### src/rtl/bcd_pkg.sv
// Shared constants and FSM state encoding for the sequential binary-to-BCD converter.
package bcd_pkg;

  localparam logic [3:0] BCD_BLANK  = 4'hF;
  localparam int         BCD_DIGITS = 6;
  localparam int         BCD_MAX    = 999999;

  typedef enum logic [1:0] {
    IDLE  = 2'd0,
    SHIFT = 2'd1,
    DONE  = 2'd2
  } state_e;

endpackage

### src/rtl/bcd_add3.sv
// Double-dabble per-nibble correction: values of 5 or more get 3 added, no carry out.
module bcd_add3 (
  input  logic [3:0] nibble,
  output logic [3:0] fixed
);

  always_comb begin
    fixed = nibble;
    if (nibble >= 4'd5) fixed = nibble + 4'd3;
  end

endmodule

### src/rtl/bin2bcd_seq.sv
// Sequential shift-add-3 binary to packed BCD converter, one input bit per clock.
// Optional build macro LEADING_ZERO_BLANK_EN blanks leading zero digits (4'hF) in the result.
module bin2bcd_seq
  import bcd_pkg::*;
#(
  parameter int BIN_WIDTH = 20,
  parameter int DIGITS    = BCD_DIGITS,
  parameter int MAX_VALUE = BCD_MAX
) (
  input  logic                  clk,
  input  logic                  reset,
  input  logic                  start,
  input  logic [BIN_WIDTH-1:0]  bin_in,
  output logic                  busy,
  output logic                  done,
  output logic [4*DIGITS-1:0]   bcd_out,
  output logic                  overflow
);

  localparam int BCD_W = 4 * DIGITS;
  localparam int CNT_W = $clog2(BIN_WIDTH + 1);

  // Handshake: start is sampled only in IDLE; busy is high in SHIFT and DONE;
  // done pulses for exactly one cycle while bcd_out/overflow hold the fresh result.
  state_e               state;
  state_e               state_nx;
  logic [BIN_WIDTH-1:0] binreg;
  logic [BCD_W-1:0]     scratch;
  logic [BCD_W-1:0]     corrected;
  logic [BCD_W-1:0]     shifted;
  logic [BCD_W-1:0]     result;
  logic [CNT_W-1:0]     cnt;
  logic                 over_range;
  logic                 last_shift;

  genvar g;
  generate
    for (g = 0; g < DIGITS; g++) begin : g_add3
      bcd_add3 u_add3 (
        .nibble (scratch[4*g +: 4]),
        .fixed  (corrected[4*g +: 4])
      );
    end
  endgenerate

  assign shifted    = {corrected[BCD_W-2:0], binreg[BIN_WIDTH-1]};
  assign last_shift = (state == SHIFT) && (cnt == CNT_W'(1));

`ifdef LEADING_ZERO_BLANK_EN
  logic leading;

  // Walk from the most significant digit; digit 0 always stays visible.
  always_comb begin
    result  = shifted;
    leading = 1'b1;
    for (int d = DIGITS - 1; d >= 1; d--) begin
      if (leading && (shifted[4*d +: 4] == 4'h0)) begin
        result[4*d +: 4] = BCD_BLANK;
      end else begin
        leading = 1'b0;
      end
    end
  end
`else
  assign result = shifted;
`endif

  always_ff @(posedge clk) begin
    if (reset) state <= IDLE;
    else       state <= state_nx;
  end

  always_comb begin
    state_nx = state;
    busy     = 1'b0;
    done     = 1'b0;
    case (state)
      IDLE: begin
        if (start) state_nx = SHIFT;
      end
      SHIFT: begin
        busy = 1'b1;
        if (cnt == CNT_W'(1)) state_nx = DONE;
      end
      DONE: begin
        busy     = 1'b1;
        done     = 1'b1;
        state_nx = IDLE;
      end
      default: state_nx = IDLE;
    endcase
  end

  always_ff @(posedge clk) begin
    if (reset) begin
      binreg     <= '0;
      scratch    <= '0;
      cnt        <= '0;
      over_range <= 1'b0;
      bcd_out    <= '0;
      overflow   <= 1'b0;
    end else begin
      if ((state == IDLE) && start) begin
        binreg     <= bin_in;
        scratch    <= '0;
        cnt        <= CNT_W'(BIN_WIDTH);
        over_range <= (32'(bin_in) > 32'(MAX_VALUE));
      end else if (state == SHIFT) begin
        scratch <= shifted;
        binreg  <= {binreg[BIN_WIDTH-2:0], 1'b0};
        cnt     <= cnt - CNT_W'(1);
      end
      // Outputs move only here so the display never sees partial sums.
      if (last_shift) begin
        bcd_out  <= over_range ? {DIGITS{BCD_BLANK}} : result;
        overflow <= over_range;
      end
    end
  end

endmodule

### config.mk
export PLATFORM = sky130hd
export DESIGN_NAME = bin2bcd_seq
export DESIGN_NICKNAME = d
export VERILOG_FILES = /design/src/rtl/bcd_pkg.sv /design/src/rtl/bcd_add3.sv /design/src/rtl/bin2bcd_seq.sv
export SDC_FILE = /design/constraint.sdc
export NUM_CORES = 1
export LEC_CHECK = 0
export BUFFER_PORTS_ARGS = -buffer_cell sky130_fd_sc_hd__buf_2
export CAP_MARGIN = 20
export CORE_ASPECT_RATIO = 1.4
export CORE_MARGIN = 3
export CORE_UTILIZATION = 57
export DETAILED_ROUTE_END_ITERATION = 8
export PLACE_DENSITY = 0.78
export SYNTH_ARGS = -nofsm -noshare
export SYNTH_HDL_FRONTEND = slang
export SYNTH_SLANG_ARGS = --single-unit
export TNS_END_PERCENT = 100
### constraint.sdc
create_clock -name clk -period 1.9 [get_ports clk]
set_input_delay 0.095 -clock clk [delete_from_list [all_inputs] [get_ports clk]]
set_output_delay 0.095 -clock clk [all_outputs]
set_load 0.005 [all_outputs]
After elaboration in Yosys (flattened, before gate mapping) --
Index checks and enable logic that the tools add are counted.
Storage, ports and cells: word-level logic and storage cells 50, bits in registers 77
Cells by class: reduce and logical (&&, ||, !) cells 7, add/subtract/negate cells 7, eq/ne operators 5, multiplexer cells 16, order comparisons 7
Operator list (number):
- $mux W20 | 2
- $ge A4 B3 Y1 const B | 6
- $mux W24 | 1
- $add A4 B2 Y4 const B | 5
- $gt A20 B20 Y1 const B | 1
- $mux W4 | 5
- $mux W5 | 2
- $eq A5 B1 Y1 const B | 1
- $sub A5 B1 Y5 const B | 1
- $mux W2 | 2
- $pmux W2 S2 | 1
- $reduce_or A2 Y1 | 2
- $add A3 B2 Y3 const B | 1
- $mux W3 | 1
- $eq A2 B1 Y1 const B | 1
- $eq A2 B2 Y1 const B | 1
- $logic_and A1 B1 Y1 | 2
- $logic_not A2 Y1 | 1
- $mux W1 | 2
- $ne A2 B1 Y1 const B | 1
- $ne A2 B2 Y1 const B | 1
- $reduce_and A2 Y1 | 1
- $reduce_bool A2 Y1 | 1

Longest topological paths before layout --
Gate-level depths: netlist of the first run.
depth after elaboration 3, mapped depth 8, depth with buffers taken out 6

Cells and area by module --
From an unflattened synthesis of the first run, not the netlist that was laid out.
Unflattened totals: cells, all modules 430, area, all modules 3834.9 sq um
Modules (own cells, without submodules):
- bin2bcd_seq | area each 3226.8 sq um, cells an instance 334, instances 1
- bcd_add3 | area each 101.3 sq um, cells an instance 16, instances 6

Worst setup path before layout of the first run --
No wires, ideal clock.
path kind register to register, from register scratch[9], to register bcd_out[10], period minus slack after synthesis 1592 ps, path slack 308 ps, buffers on the path 0, data arrival time 1506 ps, cell stages (with the launch flop) 7, path through dfxtp_1 > inv_1 > ha_1 > nand2b_1 > a21oi_1 > mux2_2 > a211oi_1
Between the ends: word-level cells in the longest chain between the ends 3, elaborated cells on any way between the ends 4
Ends and longest elaborated chain:
- start: declaration | RTL line bin2bcd_seq.sv:28 | logic [BCD_W-1:0] scratch;
- start signal: assignment | RTL line bin2bcd_seq.sv:109 | scratch <= shifted;
- $add A4 B2 Y4 / $ge A4 B3 Y1 (equally long branches) | RTL line bcd_add3.sv:9 | if (nibble >= 4'd5) fixed = nibble + 4'd3;
- $mux W4 (*) | RTL line bcd_add3.sv:9
- $mux W24 (*) | RTL line bin2bcd_seq.sv:115 | bcd_out <= over_range ? {DIGITS{BCD_BLANK}} : result;
- end signal: assignment | RTL line bin2bcd_seq.sv:115
- end: declaration | RTL line bin2bcd_seq.sv:16 | output logic [4*DIGITS-1:0] bcd_out,
Every way passes the cells marked *; elsewhere a longest branch is shown, timed or not. A chain may end at the register's enable or synchronous reset.

Final worst setup path of the first run --
from register scratch[5], to register bcd_out[6]
Same word-level chain as after synthesis.

==> results.ini, run 1 <==
[place]
place_ws_ns=0.151
gp_congestion=0.783
portBuffers=49
hpwl_mm=5.30
dp.cells=516

[sta]
fin_worst_skew_ns=0.00741
layout_setup_ws_ns=0.153
fin_hold_ws_ns=0.0343
finalHoldViolations=0
fmax_mhz=572
report.final.slew_viol_count=0
relSlewSlack_pct=75.6
setup_tns_ns=0
finalSetupViolCount=0
max_slew.worst_pin.slew_ns=0.366
rsz0062_at_grt=false
min_period_ns=1.75
fin_crit_sh_pct=91.9

[synthesis]
yosys.area.top_type_share_pct=42.5
ys_seq_area_share_pct=42.5
postSynthAreaPerCell_um2=8.87
syn_inst=409
yosysTopAreaCell=dfxtp_1
synth_nets=450
yosys_warnings=0
async_flop_share_pct=0
synth_cell_types=38
ys.flop_type=dfxtp_1
synth_seq_cells=77
synth_enable_flop_cells=0
synth_area_um2=3630
synth_area_leaders=dfxtp_1, a211oi_1, mux2i_1, ha_1, nor2_1

[cts]
clock-root-buffer=clkbuf_8
insertion_delay_ns=0.34
cts.clk_slew.worst_paths_ns=0.07
clock_path_buffers=2
numCtsBuffers=9
h-tree-depth=3
clock_sinks=77
cts_tree=done

[grt]
track_usage_pct=22.4
grt_max_degree=36
grt_pass1_wl_mm=13.2
grt_pass1_vias=2959
overflow=0
antenna_found_initial=0

[setup_path]
path_class=flop to flop
cp.arrival_ns=2.01
worst-r2r-cell-count=6
crit_fanout=4
slowest_delay_ns=0.38
crit_chain=inv_1 > ha_1 > nand2b_1 > a21oi_1 > mux2_2 > a211oi_1
cp.depth=6
cp_top_family=compound AO/OA/AOI/OAI gates
critPathCaptureType=flop
critPathRequiredTime_ns=2.16
crit_path_start_kind=flop
critPathBufInv=1
crit_path_top_delay_cell=mux2_2

[floorplan]
core_area_um2=6030
die_area_um2=7370
start_util_pct=60.2
rows=33
fp.dieW_um=73.4
die_height_um=100
pin_count=50

[route]
vias=3047
drc=0
dr.first_iter.drc_count=143
drt-total-wl_mm=7.66
via_per_inst=5.73
wl_per_cell_um=14.4
antenna_left=0
drt-pass1-iter-count=4

[pwr]
power_leakage_nw=1.58
power_mw=4.29
vdd_drop_max_mv=0.624
powerDensity_nw_per_um2=1020

[finish]
drive_above_1_share_pct=18.8
diodes=0
syn2layout_area_growth_pct=15.9
final_nets=498
stdcell_count=532

[min_path]
min_path_cells=3
hold_path_class=primary input to flop

[job]
drv_cap=0

[run_status]
status=completed

[path summary, 6_finish.rpt]
kind                                 from                 endpoint  slack, ns
setup reg to reg  scratch[5]$_SDFFE_PP0P_  bcd_out[6]$_SDFFE_PP0P_       0.15
hold / removal                  bin_in[5]   binreg[5]$_SDFFE_PP0P_       0.03
setup / recovery  scratch[5]$_SDFFE_PP0P_  bcd_out[6]$_SDFFE_PP0P_       0.15
hold reg to reg     overflow$_SDFFE_PP0P_    overflow$_SDFFE_PP0P_       0.47
[layer usage]
metal	routed length [um]	global-route usage (%)
met3	359	5.11
met2	3800	39.1
met4	104	7.39
met5	0	0
met1	3400	26.7
[registers in the layout, indices dropped and copies added, names as in the netlist]
register,flops
bcd_out,24
binreg,20
cnt,5
over_range,1
overflow,1
scratch,24
state,2
[worst register-to-register path: stages, from the launching register on]
cell      delay [ns]
dfxtp_1         0.37
inv_1           0.09
ha_1            0.19
nand2b_1        0.14
a21oi_1         0.28
mux2_2          0.38
a211oi_1        0.22
[cell usage after synthesis (5+ instances only)]
master,instances
dfxtp_1,77
nor2_1,57
a211oi_1,41
a21oi_1,34
mux2i_1,23
nand2_1,21
inv_1,20
ha_1,18
o21ai_0,17
clkbuf_1,10
nor3_1,9
xnor2_1,9
nand2b_1,8
a311oi_1,6
nor3b_1,6
o22ai_1,6
a31oi_1,5
nor2b_1,5
[area by class of cell]
type                            instances  area (um2)
Timing Repair Buffer                   61         373
Fill cell                             473        1820
Tap cell                               70        87.6
Sequential cell                        77        1540
Clock inverter                          3        67.6
Clock buffer                           13         159
Inverter                               20        75.1
Multi-Input combinational cell        288        1900
[where the power goes]
group          leakage, nW  switching [mW]  internal [mW]  total (mW)
Sequential           0.627           0.120           1.77        1.89
Clock                0.110           0.572          0.813        1.39
Combinational        0.846           0.575          0.446        1.02
[layout by cell type (no fill, tap or decap), types with 2 or more instances in the layout]
| master | n |
|---|---|
| a31oi_1 | 5 |
| a21oi_2 | 3 |
| dfxtp_1 | 77 |
| buf_4 | 9 |
| nor2_1 | 57 |
| mux2_2 | 4 |
| nor2b_1 | 5 |
| bufinv_16 | 2 |
| a211oi_2 | 2 |
| nand2_1 | 21 |
| a21oi_1 | 31 |
| xnor2_1 | 9 |
| nor3_1 | 9 |
| nand2b_1 | 8 |
| inv_1 | 20 |
| clkbuf_8 | 11 |
| mux2i_1 | 23 |
| o22ai_1 | 6 |
| a311oi_1 | 6 |
| o21ai_0 | 17 |
| buf_12 | 3 |
| nand3_1 | 3 |
| a211oi_1 | 41 |
| buf_2 | 49 |
| nor3b_1 | 6 |
| ha_1 | 17 |
| nand4_1 | 2 |
| clkbuf_1 | 2 |
[kinds of logic (layout without fill, tap and decap cells)]
logic type	count (synthesis)	in the layout	synth area share, %
AOI/OAI and AO/OA	114	114	20.3
xor gates and xnor gates	10	10	2.41
adders and majority gates	18	18	6.20
buffers and inverters	44	97	5.52
DFF	77	77	42.5
muxes	27	27	7.58
and+or+nand+nor	119	119	15.5
[per-stage QoR]
stage	instance area (um2)	utilization [%]
6_report	4210	69.8
3_5_place_dp	3970	65.8
2_1_floorplan	3630	-
4_1_cts	4190	69.6
5_1_grt	4210	69.8
3_3_place_gp	3970	65.8
[repair_timing]
| action | 4_1_cts | 5_1_grt |
|---|---|---|
| hold buffers | 0 | 0 |
| setup buffers | 0 | 0 |
| resized for setup | 0 | 3 |
| endpoints found under the setup margin | 0 | 3 |
No activity file was read; power rests on OpenSTA's default activity.
==> run 2: changes to the inputs <==
- CORE_UTILIZATION: 57 -> 52
- PLACE_DENSITY: 0.78 -> 0.75
- clock period: 1.9 -> 1.6 ns (I/O delays scaled with it)
==> results.ini, run 2 (synthesized netlist as in run 1, its figures left out) <==
[route]
route.met3.wl_um=321  ; -11%
dr.max_layer_used=met4
drt-met1-wl_mm=3.63  ; +6.8%
wl_met2_mm=4.35  ; +14%
via_per_inst=5.44  ; -5.0%
drc=0  ; unchanged
drt-total-wl_mm=8.45  ; +10%
drt-pass1-iter-count=4  ; unchanged
dr.first_iter.drc_count=174  ; +22%
vias=3151  ; +3.4%
antenna_left=0  ; unchanged
wl_per_cell_um=14.6  ; +1.4%

[finish]
fill_cells=558  ; +18%
final_common_cell=dfxtp_1
diodes=0  ; unchanged
drive_above_1_share_pct=27.1  ; +8.3 points
largest_registers=bcd_out (24), scratch (24), binreg (20)
design_area_um2=4570  ; +8.6%
syn2layout_area_growth_pct=25.9
final_nets=523  ; +5.0%
mostFrequentLayoutCells=dfxtp_1, nor2_1, buf_2

[setup_path]
crit_fanout=12  ; +8
path_class=flop to flop
slowest_delay_ns=0.33  ; -0.05 ns
crit_path_top_delay_cell=dfxtp_2
crit_path_start_kind=flop
critPathRequiredTime_ns=1.83  ; -0.33 ns
critPathCaptureType=flop
cp.arrival_ns=1.80  ; -0.21 ns
crit_chain=inv_1 > ha_2 > buf_4 > nand2_1 > nor3_1 > xnor2_1 > a21oi_1

[floorplan]
die_height_um=105  ; +4.4%
die_area_um2=8030  ; +8.9%
core_area_um2=6700  ; +11%
rows=35  ; +6.1%
pin_count=50  ; unchanged
start_util_pct=54.2  ; -6.0 points
fp.dieW_um=76.6  ; +4.3%

[cts]
numCtsBuffers=9  ; unchanged
h-tree-depth=3  ; unchanged
cts.clk_slew.worst_paths_ns=0.08  ; about the same
clock-root-buffer=clkbuf_8
cts_tree=done
clock_sinks=77  ; unchanged
insertion_delay_ns=0.35  ; about the same
clock_path_buffers=2  ; unchanged

[sta]
max_slew.worst_pin.slew_ns=0.330  ; -0.0363 ns
min_period_ns=1.57  ; -0.179 ns
finalHoldViolations=0  ; unchanged
fmax_mhz=638  ; +11%
finalSetupViolCount=0  ; unchanged
fin_crit_sh_pct=98.0  ; +6.1 points
setup_tns_ns=0  ; unchanged
report.final.slew_viol_count=0  ; unchanged
relSlewSlack_pct=78.0  ; +2.4 points
rsz0062_at_grt=true
fin_worst_skew_ns=0.0107  ; +0.00333 ns
layout_setup_ws_ns=0.0320  ; -0.121 ns

[place]
hpwl_mm=5.53  ; +4.4%
dpl_cell_area_um2=4120  ; +3.9%
gp_congestion=0.831  ; +6.1%
portBuffers=49  ; unchanged
place_ws_ns=0.00320  ; -0.148 ns

[pwr]
power_leakage_nw=1.76  ; +11%
vdd_drop_max_mv=0.672  ; +7.6%
powerDensity_nw_per_um2=1180  ; +16%

[min_path]
hold_path_class=primary input to flop

[grt]
track_usage_pct=20.6  ; -1.9 points
grt_max_degree=30  ; -17%
antenna_found_initial=0  ; unchanged
grt_pass1_wl_mm=13.4  ; +1.4%
overflow=0  ; unchanged
grt_pass1_vias=3048  ; +3.0%

[run_status]
status=completed

[job]
drv_cap=0  ; unchanged

run 2: what timing repair did:
| item | in CTS | in global routing |
|---|---|---|
| setup endpoints to repair | 6 | 48 |
| gates resized for setup | 2 | 27 |
| hold endpoints to repair | 1 | 0 |
| setup buffers | 0 | 4 |
| gates cloned | 0 | 3 |
| hold buffers | 1 | 0 |
| pin swaps | 0 | 10 |
run 2: final cells by class:
class / count / area, um2 / share of cell area [%]
Inverter: 20 / 75.1 / 1.64
Sequential cell: 77 / 1550 / 33.9
Tap cell: 92 / 115 / 2.52
Clock inverter: 4 / 95.1 / 2.08
Clock buffer: 12 / 145 / 3.18
Timing Repair Buffer: 86 / 606 / 13.3
Multi-Input combinational cell: 288 / 1990 / 43.5
run 2: path summary, 6_finish.rpt:
check / slack, ns / to / cells past startpoint / startpoint
max reg2reg: 0.03 / cnt[4]$_SDFFE_PP0P_ / 7 / state[1]$_SDFFE_PP0P_
max: 0.03 / cnt[4]$_SDFFE_PP0P_ / 7 / state[1]$_SDFFE_PP0P_
min: 0.008 / binreg[3]$_SDFFE_PP0P_ / 3 / bin_in[3]
min reg2reg: 0.49 / bcd_out[23]$_SDFFE_PP0P_ / 2 / bcd_out[23]$_SDFFE_PP0P_
run 2: critical path: cells and delay by family, from the launching register on:
family	cells	cell delay, ns
adder cells (fa/ha/maj)	1	0.28
buffers and inverters	2	0.33
flip-flops	1	0.33
AO/OA/AOI/OAI	1	0.08
AND/OR/NAND/NOR	2	0.28
XOR/XNOR	1	0.14
run 2: report_power, final:
group | internal [mW] | switching [mW]
clock | 1.08 | 0.696
sequential | 2.10 | 0.149
combinational | 0.634 | 0.737
total | 3.81 | 1.58
run 2: per-stage QoR:
| stage | cells | total power [mW] | hold slack (ns) | util (%) |
|---|---|---|---|---|
| finish | 579 | 5.40 | 0.00831 | 68.2 |
| global route | 579 | 5.66 | 0.0205 | 68.2 |
| CTS | 572 | 5.30 | 0.00287 | 65.4 |
| detailed placement | 555 | 3.54 | 0.373 | 61.5 |
| global placement | 555 | 3.50 | 0.368 | 61.5 |
| floorplan | 409 | 3.16 | 0.242 | - |
run 2: per-layer routing:
metal,GRT usage (%),vias to the layer above
met5,0,-
met4,10.2,0
met3,3.45,13
met2,35.8,76
met1,24.2,1462
li1,-,1600
